**src/rtl/viterbi_backtrace.sv**
```systemverilog
// viterbi_backtrace
//   Traceback end of the Viterbi POS tagger. It stores one backpointer per
//   (time step, state) during the forward pass. On start it walks the pointers
//   back from the final best state and emits the decoded tags last-to-first
//   over a valid/ready stream.
// Ports
//   clk, rst_n                      clock, asynchronous active-low reset
//   bp_wr_en/_t/_state/_idx         backpointer write port (dropped while busy)
//   start, seq_len, last_state      traceback request
//   busy                            traceback in progress
//   tag_valid/_ready/_out/_t/_last  decoded tag stream (t counts down to 0)
//   done, err                       one-cycle pulses: finished / bad seq_len
module viterbi_backtrace #(
   parameter int POS_num_bit = 4,
   parameter int T_BITS      = 5
) (
   input  logic                   clk,
   input  logic                   rst_n,
   input  logic                   bp_wr_en,
   input  logic [T_BITS-1:0]      bp_wr_t,
   input  logic [POS_num_bit-1:0] bp_wr_state,
   input  logic [POS_num_bit-1:0] bp_wr_idx,
   input  logic                   start,
   input  logic [T_BITS:0]        seq_len,
   input  logic [POS_num_bit-1:0] last_state,
   output logic                   busy,
   output logic                   tag_valid,
   input  logic                   tag_ready,
   output logic [POS_num_bit-1:0] tag_out,
   output logic [T_BITS-1:0]      tag_t,
   output logic                   tag_last,
   output logic                   done,
   output logic                   err
);
   localparam int NUM_STATES = 2**POS_num_bit;
   localparam int T_MAX      = 2**T_BITS;

   typedef enum logic [1:0] {IDLE, EMIT, FETCH} state_t;

   state_t                   state_q, state_d;
   logic [T_BITS-1:0]        t_q, t_d;
   logic [POS_num_bit-1:0]   cur_q, cur_d;
   logic                     done_q, done_d;
   logic                     err_q, err_d;
   logic                     rd_en;
   logic [POS_num_bit-1:0]   rd_q;
   logic [T_BITS:0]          len_m1;

   // Backpointer store, address {t,state}; no reset on contents.
   logic [POS_num_bit-1:0] mem_q [NUM_STATES*T_MAX];

   // Writes are only accepted in IDLE, so a read never collides with a write.
   always_ff @(posedge clk) begin
      if (bp_wr_en && (state_q == IDLE))
         mem_q[{bp_wr_t, bp_wr_state}] <= bp_wr_idx;
      if (rd_en)
         rd_q <= mem_q[{t_q, cur_q}];
   end

   assign len_m1 = seq_len - 1'b1;

   always_ff @(posedge clk or negedge rst_n) begin
      if (!rst_n) begin
         state_q <= IDLE;
         t_q     <= '0;
         cur_q   <= '0;
         done_q  <= 1'b0;
         err_q   <= 1'b0;
      end else begin
         state_q <= state_d;
         t_q     <= t_d;
         cur_q   <= cur_d;
         done_q  <= done_d;
         err_q   <= err_d;
      end
   end

   always_comb begin
      state_d = state_q;
      t_d     = t_q;
      cur_d   = cur_q;
      done_d  = 1'b0;
      err_d   = 1'b0;
      rd_en   = 1'b0;
      case (state_q)
         IDLE: begin
            if (start) begin
               if (seq_len == '0) begin
                  done_d = 1'b1;
               end else if (seq_len > (T_BITS+1)'(T_MAX)) begin
                  err_d = 1'b1;
               end else begin
                  t_d     = len_m1[T_BITS-1:0];
                  cur_d   = last_state;
                  state_d = EMIT;
               end
            end
         end
         EMIT: begin
            if (tag_ready) begin
               if (t_q == '0) begin
                  done_d  = 1'b1;
                  state_d = IDLE;
               end else begin
                  // Pointer at {t,cur} names the state at t-1.
                  rd_en   = 1'b1;
                  state_d = FETCH;
               end
            end
         end
         FETCH: begin
            cur_d   = rd_q;
            t_d     = t_q - 1'b1;
            state_d = EMIT;
         end
         default: state_d = IDLE;
      endcase
   end

   assign busy      = (state_q != IDLE);
   assign tag_valid = (state_q == EMIT);
   assign tag_out   = cur_q;
   assign tag_t     = t_q;
   assign tag_last  = tag_valid && (t_q == '0);
   assign done      = done_q;
   assign err       = err_q;
endmodule

```
**config.mk**
```make
export PLATFORM = sky130hd
export DESIGN_NAME = viterbi_backtrace
export DESIGN_NICKNAME = d
export VERILOG_FILES = /design/src/rtl/viterbi_backtrace.sv
export SDC_FILE = /design/constraint.sdc
export NUM_CORES = 2
export LEC_CHECK = 0
export ABC_AREA = 1
export CELL_PAD_IN_SITES_DETAIL_PLACEMENT = 1
export CELL_PAD_IN_SITES_GLOBAL_PLACEMENT = 1
export CORE_UTILIZATION = 52
export CTS_CLUSTER_SIZE = 40
export DETAILED_ROUTE_END_ITERATION = 16
export PLACE_DENSITY = 0.86
export SETUP_SLACK_MARGIN = 0.1
export SLEW_MARGIN = 20
export SYNTH_ARGS = -nofsm -noshare
export SYNTH_HDL_FRONTEND = slang
export SYNTH_SLANG_ARGS = --single-unit
```
**constraint.sdc**
```tcl
create_clock -name clk -period 2.5 [get_ports clk]
set_input_delay 0.5 -clock clk [delete_from_list [all_inputs] [get_ports clk]]
set_output_delay 0.5 -clock clk [all_outputs]
set_load 0.01 [all_outputs]
```
==> results of run 1 <==
-- stage by stage --
| stage | area (µm²) | setup slack (ps) |
|---|---|---|
| 2_1_floorplan | 85400 | 560 |
| 3_3_place_gp | 94500 | -312 |
| 3_5_place_dp | 94500 | -453 |
| 4_1_cts | 103000 | -220 |
-- layer usage --
metal / GRT usage (%) / GRT overflow
met1: 75.5 / 27
met2: 87.7 / 56
met3: 72.0 / 15
met4: 75.8 / 49
met5: 59.1 / 1
-- cells by family after synthesis --
family,share of synthesized area [%]
buffers and inverters,3.45
flip-flops,72.5
adder cells (fa/ha/maj),0.0146
XOR/XNOR,0.0205
AO/OA/AOI/OAI,0.123
AND/OR/NAND/NOR,23.9
-- timing repair --
item | CTS
resized for setup | 258
endpoints found under the hold margin | 42
hold buffers | 3
setup buffers | 42
gates cloned | 29
setup endpoints to repair | 1796
pin swaps | 16
==> flow_results.org, run 1 <==
** Clock network
- Clock tree synthesis selected as its root buffer the cell clkbuf_16.
- The number of clock buffers added by TritonCTS is between 200 and 250.
- CTS built an H-tree with a depth of 4.
- CTS saw 2065 sinks.
- Maximum count of clock buffers along a single path :: 3

** STA
- Worst EP Category :: sequential cell input
- Final worst endpoint reported by repair_timing after global routing :: rd_q[1]$_DFFE_PP_/D

** Run status
- The run stopped with a tool error.
- Stage where the flow stopped :: global routing (5_1_grt)
- The first error in the log reads "[ERROR GRT-0232] Routing congestion too high. Check the congestion heatmap in the GUI".

** Synthesis
- Yosys mapped a number of flops with a built-in enable equal to a little over 2000.
- After technology mapping, the gate count stands at roughly 7400.
- After synthesis the cells add up to around 85000 µm².
- Portion of the post-synthesis area used by sequential elements :: 72.5%
- In the synthesized netlist the dominant register cell turns out to be edfxtp_1.
- The share of synthesized area in the top cell type comes to 72.1%.
- The synthesized design spends more area on one cell type than any other, namely edfxtp_1.
- Biggest area contributors in the synthesized netlist :: edfxtp_1 72%, nand3_1 12%, nand2_1 9.9%, nor2_1 2.3%, buf_2 1.4%
- Counting every net in the synthesized netlist gives about 7500.
- A synthesized cell averages 11.5 µm².
- After synthesis, the share of flip-flops with an asynchronous set or reset is less than 1%.
- In the post-synthesis netlist, the cell with the most instances is nand2_1.
- The commonest cells after synthesis are 2255 x nand2_1, 2052 x edfxtp_1, 1972 x nand3_1, 533 x nor2_1, 242 x buf_2.
- Synthesis inferred roughly 2100 register bits.
- Yosys warnings :: 0
- Distinct cells, synth :: 25

** Floorplanning
- The initial utilization of the core area, before any placement, comes to between 50% and 60%.
- Die outline height :: 407 µm
- In this run the count of I/O pins placed on the die edge is 42.
- The die is between 400 and 500 µm wide.
- In this run the core area contains approximately 150 standard-cell rows.

** Global routing
- Global routing used ~78% of the available tracks across all layers.
- Antenna violations before repair :: 70
- Remaining global-route overflow :: 148
- Largest net degree at the start of global routing :: between 100 and 150

** Placement
- Counting tap cells, the placed design contains a total of about 10000 instances.
- The congestion estimate from routability-driven global placement came to 0.902.
- Detailed placement ended at an HPWL of 190 mm.
- Input and output buffers added on the ports amount to slightly above 40.
==> inputs of run 2 (changes only) <==
CELL_PAD_IN_SITES_DETAIL_PLACEMENT = not set   (was 1)
CELL_PAD_IN_SITES_GLOBAL_PLACEMENT = not set   (was 1)
CORE_UTILIZATION = 40   (was 52)
CTS_CLUSTER_SIZE = not set   (was 40)
PLACE_DENSITY = not set   (was 0.86)
PLACE_DENSITY_LB_ADDON = 0.15   (was not set)
SETUP_SLACK_MARGIN = not set   (was 0.1)
==> flow_results.org, run 2 <==
** Run status
- The flow ran to the end, but the final reports show violations.
- Failing checks :: negative setup slack

** Synthesis
- Most instantiated flip-flop cell in the synthesis netlist :: edfxtp_1
- Mapped Cells :: between 7000 and 8000
- After synthesis, the largest area contributor takes up between 70% and 80% of total cell area.
- Distinct cells, synth :: 25
- The largest total area in the synthesized netlist belongs to edfxtp_1.
- Synthesis inferred 2065 register bits.
- Sorting the synthesized cells by area gives the leading types as edfxtp_1 72%, nand3_1 12%, nand2_1 9.9%, nor2_1 2.3%, buf_2 1.4%.
- Yosys warnings :: 0
- Synth async-reset ratio :: less than 1%
- Cell area after synthesis :: roughly 85000 µm²
- Syn Nets :: ~7500
- A synthesized cell averages between 10 and 15 µm².
- Commonest cells post-synth :: 2255 x nand2_1, 2052 x edfxtp_1, 1972 x nand3_1, 533 x nor2_1, 242 x buf_2
- Portion of the post-synthesis area used by sequential elements :: about 72%
- In this run, synthesis inferred approximately 2100 flip-flops with an integrated enable.
- Library cell with the highest instance count after synthesis :: nand2_1

** Critical path
- Startpoint Class :: register
- Endpoint kind of the worst setup timing path :: register
- Setup Crit Path Kind :: register to register
- Internal reg-to-reg setup slack :: -240 ps
- Critical-path maximum fanout :: 12
- In this design, the stage delay of the slowest critical-path cell is about 500 ps.
- Endpoint arrival time on the critical path :: about 3400 ps
- Cell-by-cell listing of the critical path :: buf_12 -> buf_12 -> buf_12 -> buf_12 -> buf_8 -> nand2_1 -> nand3_1 -> nand3_1 -> nand2_1 -> nand2_2 -> nand3_2 -> nand3_2 -> nand2_2 -> inv_2 -> nand2_1 -> nand2_1 -> nand2_1 -> nand2_2 -> nand2_1
- Among all stages on the critical path, the largest delay is contributed by dfrtp_4.
- At the worst endpoint, the required time is 3120 ps.
- Most prevalent standard cell on the critical path :: nand2_1

** Placement
- Routability congestion estimate :: around 0.87
- Counting tap cells, the placed design contains a total of ~11000 instances.
- # port buffers :: between 40 and 50
- DP Wirelength :: 165 mm

** Global routing
- Remaining global-route overflow :: 0
- Largest net degree at the start of global routing :: 82
- Global-route usage over all layers :: approximately a quarter
- Via count of the first global-routing pass :: around 60000
- The initial antenna violation count came to 8.
- The first global-routing pass estimated 389 mm of wire.

** Clock network
- Buffers inserted during clock tree synthesis total 212.
- The root buffer cell chosen for the clock tree is clkbuf_16.
- Clock-pin slew on the worst setup and hold paths :: about 60 ps
- No sink is reached through more buffers than the 3 on the longest clock path.
- TritonCTS clock tree :: yes
- Clock sink count :: 2065
- The later pin in the worst-skew pair is clocked with a latency of roughly 860 ps.
- H-tree Lvls :: 4

** STA
- Worst slew margin relative to its limit :: approximately half
- In the post-route analysis, the smallest setup slack over all paths is -240 ps.
- Final worst clock skew :: roughly 41 ps
- Final sum of negative setup slack :: -822 ps
- For this run, the top clock speed supported by timing is 365 MHz.
- After layout, the minimum clock period comes to 2740 ps.
- Worst-case hold slack :: ~76 ps
- Hold violation total from the final report :: 0
- For the pin with the worst max-slew slack, the measured transition is ~720 ps.
- Final setup violation count :: 6
- Setup repair after global routing could not meet its margin everywhere.
- Final count of pins violating max slew :: 0
- After layout, the worst path uses 110% of the clock period.

** Pwr
- Static leakage :: a little under 40 nW
- Power comes to 113 mW.
- Worst IR drop on VDD :: a little over 0.0008 V
- Power density over the cells :: approximately 1100 nW/µm²

** Final layout
- At the end of the flow, the number of nets in the layout was a little over 8000.
- Area added between synthesis and finish :: 23.7%
- The register with the most flip-flops in the layout has 2048 of them.
- Leading cell type in the layout, fill and taps excluded :: nand2_1
- Leaving out fill and tap cells, the most frequent cells in the layout are 2190 x nand2_1, 2052 x edfxtp_1, 1834 x nand3_1.
- The finished layout holds 11200 standard cells, fillers aside.
- The register with the most flip-flops in the final layout is mem_q.
- Utilization of the core after routing :: around half
- Share of final-layout standard cells stronger than drive strength 1 :: a little under a fifth

** Floorplanning
- Area inside the core boundary :: 212000 µm²
- Row cnt :: about 170
- In this run the count of I/O pins placed on the die edge is 42.
- In this run the vertical extent of the chip is 464 µm.
- The floorplan step defined a die boundary enclosing between 200000 and 250000 µm².
- Die Span X :: 464 µm
- For this configuration, the core starts out at a cell density of 40.3%.

** Drt
- The pre-antenna-repair detailed-routing pass consisted of 8 iterations.
- Total via count after detailed routing :: roughly 60000
- Wire length per cell :: between 20 and 25 µm
- After detailed routing, the number of vias per cell comes to about 5.4.
- ANT nets after route :: 0
- Sum of routed wire length over all layers :: between 200 and 300 mm
- Iteration-0 DRC count of the detailed router :: a little over 6000
- After detailed routing, the number of remaining DRC violations is 0.

** Flow run
- Maximum Capacitance Violations :: 0

** Hold path
- In this run the worst hold path is classified as input port to register.
-- run 2: what timing repair did --
action                     4_1_cts  5_1_grt
hold buffers                     2        0
setup buffers                   31        8
pin swaps                       10       85
setup endpoints to repair       16       58
gates cloned                    12       20
hold endpoints to repair        22        0
gates resized for setup        127      209
-- run 2: final cells by class --
class,count,area (µm²)
Clock buffer,264,5560
Fill cell,18600,106000
Timing Repair Buffer,1074,11500
Multi-Input combinational cell,4799,21600
Inverter,36,193
Antenna cell,2,5.00
Tap cell,2821,3530
Timing Repair inverter,1,11.3
Clock inverter,122,1230
Sequential cell,2065,62000
-- run 2: logic make-up (layout without fill, tap and decap cells) --
group                    Yosys count  after routing  share of synthesized area, %
other                              0              2                             0
AO/OA/AOI/OAI                     19             19                         0.123
adder cells (fa/ha/maj)            1              1                        0.0146
flip-flops                      2065           2065                          72.5
AND/OR/NAND/NOR                 4777           4777                          23.9
XOR/XNOR                           2              2                        0.0205
buffers and inverters            565           1497                          3.45
-- run 2: report_power, final --
part	total (mW)	internal [mW]	switching, mW
Clock	31.3	17.8	13.5
Combinational	43.3	15.4	27.9
Sequential	38.5	38.3	0.209
Total	113	71.5	41.5
-- run 2: path summary, 6_finish.rpt --
path	start	to	depth (start not counted)
max	tag_out[0]	rd_q[0]	19
min	bp_wr_idx[0]	mem_q[337][0]	1
max reg2reg	tag_out[0]	rd_q[0]	19
min reg2reg	tag_t[3]	tag_t[3]	3
max in group asynchronous	rst_n	tag_out[1]	3
min in group asynchronous	rst_n	err	3
-- run 2: worst max-delay path: cells and delay by family, from the launching register on --
kind                   cells  cell delay, ps
DFF                        1             510
buffers and inverters      6             850
and+or+nand+nor           13            1100
-- run 2: layer usage --
metal / track usage [%] / up-vias / share of wire, %
met5: 0 / - / 0.0052
met4: 7.32 / 2 / 3.1
met3: 3.42 / 392 / 6.6
met2: 39.9 / 2244 / 47
met1: 33.7 / 29800 / 43
li1: - / 27700 / -
-- run 2: through the flow --
step           setup WS, ps  instance area, µm²
2_1_floorplan           560               85400
3_3_place_gp           -689               96400
3_5_place_dp           -690               96400
4_1_cts                -246              104000
5_1_grt                -274              106000
6_report               -240              106000
(Power assumes the default switching activity.)
